[src/rtl/uart_rx_byte_pkg.sv]
// Shared definitions for the UART receive path: FSM state encodings,
// frame width, the default bit period for 10 MHz / 115200 baud, and the
// 2-of-3 vote used when UART_RX_MAJORITY_EN is defined.
package uart_rx_byte_pkg;

    localparam int UART_DATA_BITS            = 8;
    localparam int UART_DEFAULT_CLKS_PER_BIT = 87;

    typedef enum logic [1:0] {
        ST_IDLE  = 2'd0,
        ST_START = 2'd1,
        ST_DATA  = 2'd2,
        ST_STOP  = 2'd3
    } rx_state_t;

    function automatic logic majority3(input logic a, input logic b, input logic c);
        return (a & b) | (a & c) | (b & c);
    endfunction

endpackage

[src/rtl/uart_rx_byte_sync.sv]
// Input conditioning for uart_rx_byte: a 2-flop synchroniser for the
// asynchronous uRx pin and the sample value the FSM uses at each sample point.
// Optional macro UART_RX_MAJORITY_EN: when defined, sample is a 2-of-3 vote of
// rxs over the current and two previous cycles; otherwise sample is rxs itself.
module uart_rx_sync
    import uart_rx_byte_pkg::*;
(
    input  logic clk10mhz,
    input  logic rst,
    input  logic uRx,
    output logic rxs,
    output logic sample
);

    logic meta;

    // Two-stage synchroniser; both flops reset to the idle line level.
    always_ff @(posedge clk10mhz) begin
        if (rst) begin
            meta <= 1'b1;
            rxs  <= 1'b1;
        end else begin
            meta <= uRx;
            rxs  <= meta;
        end
    end

`ifdef UART_RX_MAJORITY_EN
    logic [1:0] hist;

    // History of the two previous rxs values, so the vote at cnt==target
    // covers cnt==target-2, target-1 and target.
    always_ff @(posedge clk10mhz) begin
        if (rst) begin
            hist <= 2'b11;
        end else begin
            hist <= {hist[0], rxs};
        end
    end

    assign sample = majority3(rxs, hist[0], hist[1]);
`else
    assign sample = rxs;
`endif

endmodule

[src/rtl/uart_rx_byte.sv]
// 8N1 UART receiver with its own bit-timing counter. rx_int is high while a
// frame is in progress; its falling edge (with the rx_valid pulse) marks a
// new byte on rx_data. Optional macro UART_RX_MAJORITY_EN selects 2-of-3
// majority sampling inside uart_rx_sync.
module uart_rx_byte
    import uart_rx_byte_pkg::*;
#(
    parameter int CLKS_PER_BIT = UART_DEFAULT_CLKS_PER_BIT
) (
    input  logic       clk10mhz,
    input  logic       rst,
    input  logic       uRx,
    output logic [7:0] rx_data,
    output logic       rx_int,
    output logic       rx_valid,
    output logic       frame_err
);

    localparam int HALF_BIT = CLKS_PER_BIT / 2;
    localparam int CNT_W    = $clog2(CLKS_PER_BIT);

    localparam logic [CNT_W-1:0] BIT_LAST  = CNT_W'(CLKS_PER_BIT - 1);
    localparam logic [CNT_W-1:0] HALF_LAST = CNT_W'(HALF_BIT - 1);
    localparam logic [2:0]       LAST_BIT  = 3'(UART_DATA_BITS - 1);

    rx_state_t        state, state_n;
    logic [CNT_W-1:0] cnt, cnt_n;
    logic [2:0]       bitidx, bitidx_n;
    logic [7:0]       shreg, shreg_n;
    logic [7:0]       rx_data_n;
    logic             rx_int_n;
    logic             rx_valid_n;
    logic             frame_err_n;
    logic             rxs;
    logic             sample;

    uart_rx_sync u_sync (
        .clk10mhz (clk10mhz),
        .rst      (rst),
        .uRx      (uRx),
        .rxs      (rxs),
        .sample   (sample)
    );

    // State, counters, shift register and outputs all advance together.
    always_ff @(posedge clk10mhz) begin
        if (rst) begin
            state     <= ST_IDLE;
            cnt       <= '0;
            bitidx    <= '0;
            shreg     <= '0;
            rx_data   <= '0;
            rx_int    <= 1'b0;
            rx_valid  <= 1'b0;
            frame_err <= 1'b0;
        end else begin
            state     <= state_n;
            cnt       <= cnt_n;
            bitidx    <= bitidx_n;
            shreg     <= shreg_n;
            rx_data   <= rx_data_n;
            rx_int    <= rx_int_n;
            rx_valid  <= rx_valid_n;
            frame_err <= frame_err_n;
        end
    end

    // Next-state logic; the counter restarts on every state change and sample,
    // and STOP exits at mid-stop-bit so a back-to-back start edge is caught.
    always_comb begin
        state_n     = state;
        cnt_n       = cnt + CNT_W'(1);
        bitidx_n    = bitidx;
        shreg_n     = shreg;
        rx_data_n   = rx_data;
        rx_int_n    = rx_int;
        rx_valid_n  = 1'b0;
        frame_err_n = 1'b0;

        case (state)
            ST_IDLE: begin
                cnt_n = '0;
                if (!rxs) begin
                    state_n = ST_START;
                end
            end
            ST_START: begin
                if (cnt == HALF_LAST) begin
                    cnt_n = '0;
                    if (!sample) begin
                        state_n  = ST_DATA;
                        rx_int_n = 1'b1;
                        bitidx_n = '0;
                    end else begin
                        state_n = ST_IDLE;
                    end
                end
            end
            ST_DATA: begin
                if (cnt == BIT_LAST) begin
                    cnt_n   = '0;
                    shreg_n = {sample, shreg[7:1]};
                    if (bitidx == LAST_BIT) begin
                        state_n = ST_STOP;
                    end else begin
                        bitidx_n = bitidx + 3'd1;
                    end
                end
            end
            ST_STOP: begin
                if (cnt == BIT_LAST) begin
                    cnt_n       = '0;
                    rx_data_n   = shreg;
                    rx_int_n    = 1'b0;
                    rx_valid_n  = 1'b1;
                    frame_err_n = ~sample;
                    state_n     = ST_IDLE;
                end
            end
            default: begin
                state_n = ST_IDLE;
                cnt_n   = '0;
            end
        endcase
    end

endmodule

[config.mk]
export PLATFORM = sky130hd
export DESIGN_NAME = uart_rx_byte
export DESIGN_NICKNAME = d
export VERILOG_FILES = /design/src/rtl/uart_rx_byte_pkg.sv /design/src/rtl/uart_rx_byte_sync.sv /design/src/rtl/uart_rx_byte.sv
export SDC_FILE = /design/constraint.sdc
export NUM_CORES = 1
export LEC_CHECK = 0
export ABC_CLOCK_PERIOD_IN_PS = 2250
export CORE_MARGIN = 2
export CORE_UTILIZATION = 50
export CTS_BUF_LIST = sky130_fd_sc_hd__clkbuf_16
export CTS_CLUSTER_SIZE = 20
export DETAILED_ROUTE_END_ITERATION = 8
export PLACE_DENSITY = 0.72
export SYNTH_ARGS = -nofsm -noshare
export SYNTH_HDL_FRONTEND = slang
export SYNTH_HIERARCHICAL = 1
export SYNTH_SLANG_ARGS = --single-unit
[constraint.sdc]
create_clock -name clk10mhz -period 2.25 [get_ports clk10mhz]
set_input_delay 0.5625 -clock clk10mhz [delete_from_list [all_inputs] [get_ports clk10mhz]]
set_output_delay 0.5625 -clock clk10mhz [all_outputs]
set_load 0.01 [all_outputs]
==> flow_summary.toml <==
[yosys]
netlist.area_leader.share_pct = 49.6
yosys.area_share.simple_pct = 21.8
synth-compound-area-share_pct = 5.45
synthMuxAreaShare_pct = 12.0
ys_seq_area_share_pct = 49.6
synth_area_leaders = "dfxtp_1 50%, mux2i_1 12%, nor2_1 7.3%"
postSynthCellCount = 133
syn_nets = 140
synth-edff-count = 0
synth-xor-area-share_pct = 3.94
synth_fa_ha_area_share_pct = 3.76
yosys_warnings = 6
synth.distinct_cells = 35
syn_area_um2 = 1330
synth_top_cell_by_area = "dfxtp_1"
synth_area_per_cell_um2 = 10.0
synth_top_family_by_area = "simple AND/OR/NAND/NOR gates"
synth_flop_cell = "dfxtp_1"
async_reset_ff_share_pct = 0
synth_seq_cells = 33

[job]
drv_cap = 0

[setup_path]
cp_num_cells = 6
worst_ep_arrival_time_ps = 2110
critPathBufInv = 1
critPathLaunchType = "flip-flop"
crit_fanout = 11
crit_family = "simple AND/OR/NAND/NOR gates"
worstRegToRegCells = 6
max_stage_delay_ps = 780
cp_data_required_time_ps = 2390
worst_setup_path_end_kind = "flip-flop"
worst_path_max_delay_cell = "or4_2"
worstPathCellList = "inv_1 > ha_1 > nand4b_4 > or4_2 > mux2i_1 > nor2_1"
crit_type = "reg -> reg"

[timing]
fmax_ghz = 0.509
setup_viol = 0
min_period_ps = 1960
max_slew.worst_pin.slew_ps = 454
tns_ps = 0
clock_skew_ps = 5.51
slew_headroom_pct = 69.7
finalHoldViolCount = 0
slew_violations = 0
rsz0062_at_grt = "false"
finalCritPeriodShare_pct = 87.3

[power]
p_seq_share_pct = 43.7
power_density_nw_per_um2 = 822
peakVddDrop_mv = 0.843
clkPwrFrac_pct = 54.8
switching_share_pct = 18.0
power_leakage_uw = 0.000663
intPower_uw = 1110
p_comb_share_pct = 1.5
switchingPower_uw = 243

[floorplan]
start_util_pct = 53.3
pin_count = 14
rows = 18
core_um2 = 2500
fp.dieH_um = 55.6
dieArea_um2 = 3090
die_x_um = 55.6

[global_routing]
antenna_found_initial = 0
grt_max_degree = 16
grt_pass1_vias = 926
grt_pass1_wl_mm = 4.17
gr-total-overflow = 0
grt_usage_pct = 17.4

[place]
dp_cells = 172
place_congestion = 0.739
dp_hpwl_mm = 1.64
port_buffers = 13

[routing]
wl_mm = 2.39
dr_wl_met2_mm = 1.16
met3_length_um = 66
top_layer_used = "met4"
routed_via_density = 5.32
dr.first_iter.drc_count = 10
routedLengthMet1_mm = 1.14
ant_nets = 0
first_pass_iters = 4
vias = 957
drc = 0
wire_per_inst_um = 13.3

[clock_tree]
cts_setup_buffers = 0
cts_resized = 0
clk_latency_ps = 270
cts_tree = "built"
cts-root-buf = "clkbuf_16"
cts_buffer_depth = 2
cts_made_buffers = 5
h-tree-depth = 2
ctsHoldBuffers = 0
path_clk_slew_ps = 50
cts.sinks = 33

[min_path]
hold_depth = 1
hp-class = "reg -> reg"

[cells_and_area]
antenna_cells = 0
nNetsFinal = 156
final_layout_size_suffix_gt1_share_pct = 10.0
syn2layout_area_growth_pct = 23.6
stdcell_count = 180

[status]
run_status = "finished clean"
==> sequential cells by signal, summed over array words and instances, names as in the netlist, 3 cells and up, named ones only <==
| register | count |
|---|---|
| rx_data | 8 |
| bitidx | 3 |
| shreg | 8 |
| cnt | 7 |
==> synthesized netlist by cell type (2+ instances only) <==
library cell	count
dfxtp_1	33
clkbuf_1	2
or2_1	2
a21oi_1	6
nor2_1	26
buf_4	2
ha_1	4
inv_1	4
nand3_1	5
mux2i_1	16
o21ai_0	2
xnor2_1	5
nand4_1	2
nand2_1	3
==> per-layer routing <==
layer	vias up	global-route usage, %
li1	489	-
met1	452	20.1
met2	12	28.7
met3	4	4.42
met4	0	10.5
met5	-	0
==> stage by stage <==
step | cell area (µm²) | worst slack [ps] | hold slack (ps) | total power [µW] | utilization [%]
2_1_floorplan | 1330 | 448 | 385 | 617 | -
3_3_place_gp | 1480 | 371 | 393 | 624 | 59.4
3_5_place_dp | 1480 | 305 | 403 | 624 | 59.4
4_1_cts | 1650 | 268 | 414 | 1370 | 65.9
5_1_grt | 1650 | 189 | 433 | 1400 | 65.9
6_report | 1650 | 285 | 410 | 1350 | 65.9
==> cells by family (layout without fill, tap and decap cells) <==
| logic type | after synthesis | in the layout |
|---|---|---|
| xor+xnor | 6 | 6 |
| flops | 33 | 33 |
| mux | 16 | 16 |
| fa+ha+maj | 4 | 4 |
| buf+inv | 10 | 27 |
| simple gates | 52 | 52 |
| compound gates | 12 | 12 |
==> path summary, 6_finish.rpt <==
kind	end	slack, ps	start
setup / recovery	rx_data[4]	290	cnt[0]
hold / removal	u_sync/rxs	410	u_sync/meta
setup reg to reg	rx_data[4]	290	cnt[0]
hold reg to reg	u_sync/rxs	410	u_sync/meta
==> placed cells by master, fill, tap and decap left out, types with 2 or more instances in the layout <==
master	n
clkbuf_16	5
ha_1	4
nor2_1	26
nand2_1	3
xnor2_1	5
nand4_1	2
o21ai_0	2
or2_1	2
clkdlybuf4s50_1	13
mux2i_1	16
buf_4	2
a21oi_1	6
dfxtp_1	33
nand3_1	5
inv_1	5
==> power by group through the flow <==
stage / clock, µW / combinational (µW) / sequential (µW)
3_3_place_gp: 0 / 20.2 / 603
2_1_floorplan: 0 / 14.7 / 602
3_5_place_dp: 0 / 20.7 / 604
6_report: 742 / 20.4 / 592
5_1_grt: 784 / 22.5 / 591
4_1_cts: 756 / 20.7 / 592
==> layout make-up <==
cell class	instances	area (µm²)
clock inverters	3	37.5
well taps	30	37.5
inverters	4	15.0
repair buffers	15	145
clock buffers	5	125
fillers	208	853
flip-flops and latches	33	661
multi-input cells	90	626
No activity file was read; power rests on OpenSTA's default activity.
